<file path="src/rtl/i2s_pkg.sv">
// Shared constants and FSM encoding for the I2S clock generator.
package i2s_pkg;

  localparam int unsigned SLOT_16 = 16;
  localparam int unsigned SLOT_24 = 24;
  localparam int unsigned SLOT_32 = 32;

  typedef enum logic {
    ST_IDLE = 1'b0,
    ST_RUN  = 1'b1
  } state_e;

  // Half-period-minus-one for 64-BCLK frames from 50 MHz, nearest integer divide.
  localparam int unsigned HALF_48K  = 7;
  localparam int unsigned HALF_44K1 = 8;

endpackage

</file>
<file path="src/rtl/i2s_half_div.sv">
// Programmable half-period counter; tick_c marks the cycle where BCLK toggles.
module i2s_half_div #(
  parameter int unsigned DIV_W        = 8,
  parameter int unsigned DEFAULT_HALF = 7
) (
  input  logic             clk_i,
  input  logic             rst_n,
  input  logic             run_i,
  input  logic             load_i,
  input  logic [DIV_W-1:0] half_i,
  output logic             tick_c
);

  logic [DIV_W-1:0] half_q, half_d;
  logic [DIV_W-1:0] hc_q, hc_d;

  assign tick_c = run_i && (hc_q == half_q);

  // A load always restarts the count so the new divide starts from a clean phase.
  always_comb begin
    half_d = half_q;
    hc_d   = hc_q;
    if (load_i) half_d = half_i;
    if (!run_i || load_i || tick_c) hc_d = '0;
    else                            hc_d = hc_q + DIV_W'(1);
  end

  always_ff @(posedge clk_i or negedge rst_n) begin
    if (!rst_n) begin
      half_q <= DIV_W'(DEFAULT_HALF);
      hc_q   <= '0;
    end else begin
      half_q <= half_d;
      hc_q   <= hc_d;
    end
  end

endmodule

</file>
<file path="src/rtl/i2s_clk_gen.sv">
// I2S BCLK/LRCLK generator with clk_in-domain edge strobes and runtime divide.
// Define I2S_LR_DELAY_EN for Philips-style LRCLK (one BCLK ahead of the slot MSB).
module i2s_clk_gen
  import i2s_pkg::*;
#(
  parameter int unsigned DIV_W        = 8,
  parameter int unsigned DEFAULT_HALF = 7,
  parameter int unsigned SLOT_BITS    = 32,
  parameter int unsigned BIT_W        = $clog2(2 * SLOT_BITS)
) (
  input  logic             clk_in,
  input  logic             rst_n,
  input  logic             enable,
  input  logic [DIV_W-1:0] cfg_half,
  input  logic             cfg_load,
  output logic             cfg_ack,
  output logic             bclk,
  output logic             lrclk,
  output logic             bclk_rise,
  output logic             bclk_fall,
  output logic             frame_start,
  output logic [BIT_W-1:0] bit_idx,
  output logic             running
);

  localparam logic [BIT_W-1:0] BIT_LAST = BIT_W'(2 * SLOT_BITS - 1);

  state_e           state_q, state_d;
  logic [DIV_W-1:0] pend_q, pend_d;
  logic             pending_q, pending_d;
  logic             bclk_q, bclk_d;
  logic             lrclk_q, lrclk_d;
  logic             rise_q, rise_d;
  logic             fall_q, fall_d;
  logic             fs_q, fs_d;
  logic             ack_q;
  logic [BIT_W-1:0] bit_q, bit_d;
  logic [BIT_W-1:0] bit_nxt_c;
  logic [DIV_W-1:0] load_val_c;
  logic             apply_c;
  logic             run_c;
  logic             tick_c;

  function automatic logic lr_of(input logic [BIT_W-1:0] idx);
`ifdef I2S_LR_DELAY_EN
    return (idx >= BIT_W'(SLOT_BITS - 1)) && (idx <= BIT_W'(2 * SLOT_BITS - 2));
`else
    return idx >= BIT_W'(SLOT_BITS);
`endif
  endfunction

  assign run_c = (state_q == ST_RUN) && enable;

  i2s_half_div #(
    .DIV_W       (DIV_W),
    .DEFAULT_HALF(DEFAULT_HALF)
  ) u_half_div (
    .clk_i (clk_in),
    .rst_n (rst_n),
    .run_i (run_c),
    .load_i(apply_c),
    .half_i(load_val_c),
    .tick_c(tick_c)
  );

  always_comb begin
    state_d   = state_q;
    bclk_d    = bclk_q;
    lrclk_d   = lrclk_q;
    bit_d     = bit_q;
    rise_d    = 1'b0;
    fall_d    = 1'b0;
    fs_d      = 1'b0;
    apply_c   = 1'b0;
    bit_nxt_c = (bit_q == BIT_LAST) ? '0 : bit_q + BIT_W'(1);

    if (state_q == ST_IDLE) begin
      bclk_d  = 1'b0;
      lrclk_d = 1'b0;
      bit_d   = '0;
      apply_c = cfg_load || pending_q;
      if (enable) state_d = ST_RUN;
    end else if (!enable) begin
      state_d = ST_IDLE;
      bclk_d  = 1'b0;
      lrclk_d = 1'b0;
      bit_d   = '0;
    end else if (tick_c) begin
      bclk_d = !bclk_q;
      if (bclk_q) begin
        fall_d  = 1'b1;
        bit_d   = bit_nxt_c;
        lrclk_d = lr_of(bit_nxt_c);
        if (bit_nxt_c == '0) begin
          fs_d    = 1'b1;
          apply_c = pending_q;
        end
      end else begin
        rise_d = 1'b1;
      end
    end

    // Idle loads bypass the pending register; running loads wait for a frame boundary.
    load_val_c = ((state_q == ST_IDLE) && cfg_load) ? cfg_half : pend_q;
    pend_d     = pend_q;
    pending_d  = pending_q;
    if (apply_c) pending_d = 1'b0;
    if (cfg_load && (state_q == ST_RUN)) begin
      pend_d    = cfg_half;
      pending_d = 1'b1;
    end
  end

  always_ff @(posedge clk_in or negedge rst_n) begin
    if (!rst_n) begin
      state_q   <= ST_IDLE;
      pend_q    <= '0;
      pending_q <= 1'b0;
      bclk_q    <= 1'b0;
      lrclk_q   <= 1'b0;
      rise_q    <= 1'b0;
      fall_q    <= 1'b0;
      fs_q      <= 1'b0;
      ack_q     <= 1'b0;
      bit_q     <= '0;
    end else begin
      state_q   <= state_d;
      pend_q    <= pend_d;
      pending_q <= pending_d;
      bclk_q    <= bclk_d;
      lrclk_q   <= lrclk_d;
      rise_q    <= rise_d;
      fall_q    <= fall_d;
      fs_q      <= fs_d;
      ack_q     <= apply_c;
      bit_q     <= bit_d;
    end
  end

  assign cfg_ack     = ack_q;
  assign bclk        = bclk_q;
  assign lrclk       = lrclk_q;
  assign bclk_rise   = rise_q;
  assign bclk_fall   = fall_q;
  assign frame_start = fs_q;
  assign bit_idx     = bit_q;
  assign running     = (state_q == ST_RUN);

endmodule

</file>
<file path="config.mk">
export PLATFORM = sky130hd
export DESIGN_NAME = i2s_clk_gen
export DESIGN_NICKNAME = d
export VERILOG_FILES = /design/src/rtl/i2s_pkg.sv /design/src/rtl/i2s_half_div.sv /design/src/rtl/i2s_clk_gen.sv
export SDC_FILE = /design/constraint.sdc
export NUM_CORES = 1
export LEC_CHECK = 0
export CAP_MARGIN = 5
export CORE_MARGIN = 2
export CORE_UTILIZATION = 49
export CTS_CLUSTER_SIZE = 10
export DETAILED_ROUTE_END_ITERATION = 12
export GPL_TIMING_DRIVEN = 0
export PLACE_DENSITY = 0.85
export SLEW_MARGIN = 40
export SYNTH_ARGS = -nofsm -noshare
export SYNTH_HDL_FRONTEND = slang
export SYNTH_HIERARCHICAL = 1
export SYNTH_SLANG_ARGS = --single-unit
</file>
<file path="constraint.sdc">
create_clock -name clk_in -period 3 [get_ports clk_in]
set_clock_uncertainty 0.2 [all_clocks]
set_input_delay 0.45 -clock clk_in [delete_from_list [all_inputs] [get_ports clk_in]]
set_output_delay 0.45 -clock clk_in [all_outputs]
set_load 0.005 [all_outputs]
</file>
==> results of run 1 <==
[area by class of cell]
| class | count | area, um2 | area share (%) |
|---|---|---|---|
| inverter | 4 | 15.0 | 0.632 |
| clock inverter | 1 | 5.00 | 0.211 |
| clock buffer | 7 | 86.3 | 3.63 |
| tap | 48 | 60.1 | 2.53 |
| sequential | 38 | 956 | 40.2 |
| multi-input combinational | 116 | 936 | 39.4 |
| buffer | 5 | 31.3 | 1.32 |
| timing repair buffer | 28 | 288 | 12.1 |
[what timing repair did]
| action | 4_1_cts | 5_1_grt |
|---|---|---|
| setup buffers | 2 | 0 |
| pin swaps | 2 | 0 |
| hold buffers | 1 | 0 |
| gates resized for setup | 1 | 7 |
| hold endpoints to repair | 20 | 0 |
| setup endpoints to repair | 16 | 16 |
[metal layers]
layer,global-route usage (%),up-vias,share of wire (%)
li1,-,655,-
met1,23.9,661,43
met2,31.1,20,51
met3,5.91,7,4.2
met4,6.38,0,1.5
met5,0,-,0
[cells by family (layout without fill, tap and decap cells)]
group	count (synthesis)	after routing	synth area share [%]
compound gates	26	26	10.8
fa+ha+maj	3	3	1.95
flops	38	38	49.6
mux	24	24	14.0
simple gates	49	49	15.0
buf+inv	10	45	2.27
xor+xnor	14	14	6.37
[report_power, final]
group | internal [mW] | switching, mW
registers | 0.571 | 0.0311
clock network | 0.185 | 0.169
logic | 0.104 | 0.0889
[worst register-to-register path: stages (launching register included)]
cell and delay [ps]:
dfrtp_1 440, xor2_1 190, nor4_4 320, and3_2 260
and2_1 140, clkbuf_4 180, o2111ai_4 130, a21oi_2 150
o21a_1 150, buf_4 180, mux2_2 350
[worst max-delay path by stage]
stage / depth (start not counted) / endpoint / slack [ps]
after floorplan: 13 / u_half_div/hc_q[5] / 70
after global placement: 13 / u_half_div/hc_q[6] / -340
after CTS: 10 / u_half_div/half_q[6] / 40
final: 10 / u_half_div/half_q[6] / 160
after detailed placement: 13 / u_half_div/hc_q[1] / -380
after global routing: 10 / u_half_div/half_q[5] / 20
[sequential cells by signal, indices dropped and copies added (netlist names)]
register           count
bclk                   1
bclk_fall              1
bclk_rise              1
bit_idx                6
cfg_ack                1
frame_start            1
lrclk                  1
pend_q                 8
pending_q              1
running                1
u_half_div/half_q      8
u_half_div/hc_q        8
[cells in the final DEF, fill, tap and decap left out, drive strengths merged, types with 2 or more instances in the layout]
| cell type | count |
|---|---|
| mux2 | 24 |
| and3 | 2 |
| clkdlybuf4s50 | 23 |
| buf | 7 |
| dfstp | 3 |
| xnor2 | 2 |
| clkbuf | 9 |
| dfrtp | 35 |
| and2 | 2 |
| xor2 | 12 |
| nand4 | 3 |
| a311oi | 2 |
| nand2 | 15 |
| a21oi | 7 |
| o21ai | 3 |
| nor2 | 8 |
| nor4 | 3 |
| ha | 3 |
| a221oi | 3 |
| or3 | 3 |
| inv | 4 |
| a211oi | 5 |
| nand3 | 9 |
[per-stage QoR]
stage	utilization [%]	instances	setup TNS, ps
floorplan	-	164	0
global placement	59.9	236	-3720
detailed placement	60.5	237	-4100
CTS	63.6	247	0
global route	64.0	247	0
finish	64.0	247	0
[synthesized netlist by cell type, types with 3 or more instances]
cell type	n	area (um2)
xor2_1	12	105
or3_1	3	18.8
ha_1	3	37.5
a211oi_1	5	37.5
mux2_2	24	270
a21oi_1	6	30.0
dfrtp_1	35	876
a221oi_1	3	26.3
nand3_1	8	40.0
o21ai_0	3	15.0
nand2_1	13	48.8
dfstp_2	3	78.8
inv_1	4	15.0
nor2_1	8	30.0
==> flow_summary.json, run 1 <==
{
  "required_ps": 2970,
  "die_height_um": 66.7,
  "reg2reg_depth": 10,
  "gp_routability_congestion": 0.793,
  "finalSetupViolCount": 0,
  "yosys_register_bits": 38,
  "async_flop_share_pct": 100,
  "reg2reg_slack_ps": 160,
  "grt_overflow_total": 0,
  "synth_ff_type": "dfrtp_1",
  "setup.worst_path.start": "u_half_div/hc_q[3]",
  "hold_viol_final": 0,
  "grt_max_degree": 22,
  "min_from": "pend_q[5]",
  "max_stage_delay_ps": 440,
  "grt_pass1_vias": 1335,
  "cts_tree": "yes",
  "drv_cap": 0,
  "fin_crit_sh_pct": 94.6,
  "holdPathEnd": "pend_q[5]",
  "coreArea_um2": 3720,
  "max_slew_margin_pct": 66.0,
  "cts_root_buf": "clkbuf_8",
  "timing.hold.ws_ps": 305,
  "syn_area_um2": 1930,
  "path_cells": "xor2_1 -> nor4_4 -> and3_2 -> and2_1 -> clkbuf_4 -> o2111ai_4 -> a21oi_2 -> o21a_1 -> buf_4 -> mux2_2",
  "start_kind": "flop",
  "die_w_um": 66.7,
  "layout.nets": 213,
  "worst_pin_slew_ps": 510,
  "ir_drop_uv": 283,
  "whs_path_depth": 1,
  "antenna_found_initial": 0,
  "grt_usage_pct": 19.0,
  "fmax_mhz": 352,
  "syn2layout_area_growth_pct": 23.5,
  "dr.pass1.iters": 4,
  "wl_per_cell_um": 14.4,
  "crit_fanout": 9,
  "grt_pass1_wl_mm": 6.28,
  "clkTransAtPathRegs_ps": 70,
  "initial_utilization_pct": 51.8,
  "antenna_left": 0,
  "clk_latency_ps": 290,
  "yosysWarningCount": 6,
  "syn_nets": 179,
  "outcome": "complete, no violations",
  "routed_wirelength_mm": 3.55,
  "maxSlewViolCount": 0,
  "cp.arrival_ps": 2810,
  "die_area_um2": 4450,
  "fillerInstances": 295,
  "dpl-instance-area_um2": 2250,
  "io_pins": 25,
  "io_buffers": 24,
  "path_buf_inv": 2,
  "r2r-start": "u_half_div/hc_q[3]",
  "crit_family": "simple AND/OR/NAND/NOR gates",
  "drt-vias-per-instance": 5.44,
  "vias": 1343,
  "n_antenna_cell": 0,
  "cts_max_path_buffers": 2,
  "worstReg2RegEnd": "u_half_div/half_q[6]",
  "slowest_stage": "dfrtp_1",
  "worst_setup_path_end_kind": "flop",
  "num_rows": 22,
  "drc_errors": 0,
  "ys_types": 42,
  "rsz0062_at_grt": "false",
  "synth_cells": 164,
  "place_ws_ps": -375,
  "powerDensity_nw_per_um2": 483,
  "hpwl_mm": 2.52,
  "syn_area_per_cell_um2": 11.7,
  "drtIter0Drc": 57,
  "ys_seq_area_share_pct": 49.6,
  "final_cell_area_um2": 2380,
  "worstSetupPathType": "flop to flop",
  "drive_above_1_share_pct": 28.6,
  "power.total_mw": 1.15,
  "h-tree-depth": 2,
  "setup_ws_ps": 162,
  "cts-buffers-inserted": 5,
  "cts.sinks": 38,
  "synth-edff-count": 0,
  "hold_class": "flop to flop",
  "fin_crit_ps": 2840,
  "p_leak_nw": 0.984
}
(Power assumes the default switching activity.)
==> run 2: changes to the inputs <==
--- a/config.mk
+++ b/config.mk
@@ -6,7 +6,6 @@
 export NUM_CORES = 1
 export LEC_CHECK = 0
 export CAP_MARGIN = 5
-export CORE_MARGIN = 2
 export CORE_UTILIZATION = 49
 export CTS_CLUSTER_SIZE = 10
 export DETAILED_ROUTE_END_ITERATION = 12
==> flow_summary.json, run 2 (synthesized netlist as in run 1, its figures left out) <==
{
  "worst_setup_path_end_kind": "flop",
  "grt_usage_pct": 20.0,
  "fin_crit_sh_pct": 95.1,
  "io_pins": 25,
  "grt_overflow_total": 0,
  "worstSetupPathType": "flop to flop",
  "drc_errors": 0,
  "fin_crit_ps": 2850,
  "min_from": "pend_q[7]",
  "cts-buffers-inserted": 5,
  "drt-vias-per-instance": 5.47,
  "hold_class": "flop to flop",
  "reg2reg_depth": 10,
  "die_w_um": 64.7,
  "io_buffers": 24,
  "dr.pass1.iters": 4,
  "syn2layout_area_growth_pct": 22.7,
  "mostFrequentLayoutCell": "dfrtp_1",
  "antenna_found_initial": 0,
  "r2r-start": "u_half_div/hc_q[5]",
  "final_cell_count_no_fill": 246,
  "dpl-instance-area_um2": 2220,
  "gp_routability_congestion": 0.794,
  "drive_above_1_share_pct": 27.3,
  "num_rows": 22,
  "antenna_left": 0,
  "rsz0062_at_grt": "false",
  "routed_wirelength_mm": 3.75,
  "start_kind": "flop",
  "clkTransAtPathRegs_ps": 70,
  "powerDensity_nw_per_um2": 514,
  "coreArea_um2": 3720,
  "initial_utilization_pct": 51.8,
  "crit_family": "simple AND/OR/NAND/NOR gates",
  "worstReg2RegEnd": "u_half_div/half_q[5]",
  "wl_per_cell_um": 15.2,
  "power.internal_uw": 919,
  "max_stage_delay_ps": 430,
  "timing.hold.ws_ps": 307,
  "fmax_mhz": 351,
  "cts_tree": "yes",
  "p_comb_share_pct": 15.6,
  "max_slew_margin_pct": 69.5,
  "maxSlewViolCount": 0,
  "power.total_mw": 1.21,
  "hold_viol_final": 0,
  "crit_fanout": 9,
  "final_cell_area_um2": 2360,
  "path_buf_inv": 2,
  "p_seq_share_pct": 49.7,
  "n_antenna_cell": 0,
  "reg2reg_slack_ps": 150,
  "fin_setup_tns_ps": 0,
  "outcome": "complete, no violations",
  "grt_max_degree": 39,
  "top_regs": "pend_q (8), u_half_div/half_q (8), u_half_div/hc_q (8)",
  "worst_pin_slew_ps": 458,
  "grt_pass1_vias": 1354,
  "ir_drop_uv": 236,
  "cts.sinks": 38,
  "cp.arrival_ps": 2830,
  "required_ps": 2970,
  "grt_pass1_wl_mm": 6.23,
  "finalSetupViolCount": 0,
  "p_sw_share_pct": 24.2,
  "slowest_stage": "dfrtp_1",
  "die_height_um": 64.7,
  "die_area_um2": 4180,
  "dp.cells": 236,
  "pwr-share-clk_pct": 34.7,
  "h-tree-depth": 2,
  "cts_root_buf": "clkbuf_8",
  "path_cells": "xor2_1 -> nor4_4 -> and3_4 -> and2_1 -> buf_2 -> o2111ai_4 -> a21oi_2 -> o21a_1 -> clkbuf_4 -> mux2_2",
  "holdPathEnd": "pend_q[7]",
  "layout.nets": 212,
  "drtIter0Drc": 81,
  "clk_latency_ps": 290,
  "vias": 1345,
  "hpwl_mm": 2.62,
  "final_cell_mix": "dfrtp_1, mux2_2, clkdlybuf4s50_1",
  "p_leak_nw": 0.974,
  "power.switching_uw": 294,
  "whs_path_depth": 1,
  "cts_max_path_buffers": 2,
  "drv_cap": 0
}
run 2: cell count changes in the layout (fill, tap and decap cells not counted), sizes merged:
cell,previous run,this run
buf,7,6
bufinv,0,1
clkinv,1,0
run 2: stage by stage:
step / setup slack [ps] / utilization, %
2_1_floorplan: 65.3 / -
3_3_place_gp: -352 / 59.9
3_5_place_dp: -389 / 59.9
4_1_cts: 59.2 / 63.4
5_1_grt: 19.3 / 63.6
6_report: 147 / 63.6
run 2: repair_timing:
item / CTS / global route
hold buffers: 1 / 0
hold endpoints to repair: 35 / 0
gates resized for setup: 1 / 3
pin swaps: 2 / 0
buffers inserted: 2 / 0
setup endpoints to repair: 16 / 16
run 2: cell type report:
| cell class | count | area, um2 |
|---|---|---|
| clock inverters | 1 | 30.0 |
| inverters | 4 | 15.0 |
| flip-flops and latches | 38 | 955 |
| clock buffers | 7 | 76.3 |
| fillers | 313 | 1350 |
| plain buffers | 5 | 28.8 |
| multi-input cells | 116 | 935 |
| well taps | 48 | 60.1 |
| repair buffers | 27 | 263 |
run 2: power by group through the flow:
| stage | Sequential [mW] | Clock (mW) | Combinational [mW] |
|---|---|---|---|
| detailed placement | 0.613 | 0 | 0.182 |
| global route | 0.609 | 0.452 | 0.208 |
| floorplan | 0.603 | 0 | 0.130 |
| finish | 0.603 | 0.421 | 0.190 |
| CTS | 0.603 | 0.427 | 0.192 |
| global placement | 0.610 | 0 | 0.175 |
run 2: worst max path at each step:
stage	end	slack (ps)	start	cells past startpoint
after floorplan	u_half_div/hc_q[5]	70	u_half_div/hc_q[2]	13
after global placement	u_half_div/hc_q[6]	-350	u_half_div/hc_q[2]	13
after detailed placement	u_half_div/hc_q[4]	-390	u_half_div/hc_q[2]	13
after CTS	u_half_div/half_q[5]	60	u_half_div/hc_q[3]	10
after global routing	u_half_div/half_q[4]	20	u_half_div/hc_q[5]	10
final	u_half_div/half_q[5]	150	u_half_div/hc_q[5]	10
run 2: per-layer routing:
layer,vias up,GRT usage (%),share of wire (%)
li1,655,-,-
met1,656,23.2,42
met2,26,35.1,52
met3,8,5.46,3.4
met4,0,7.50,1.8
met5,-,0,0
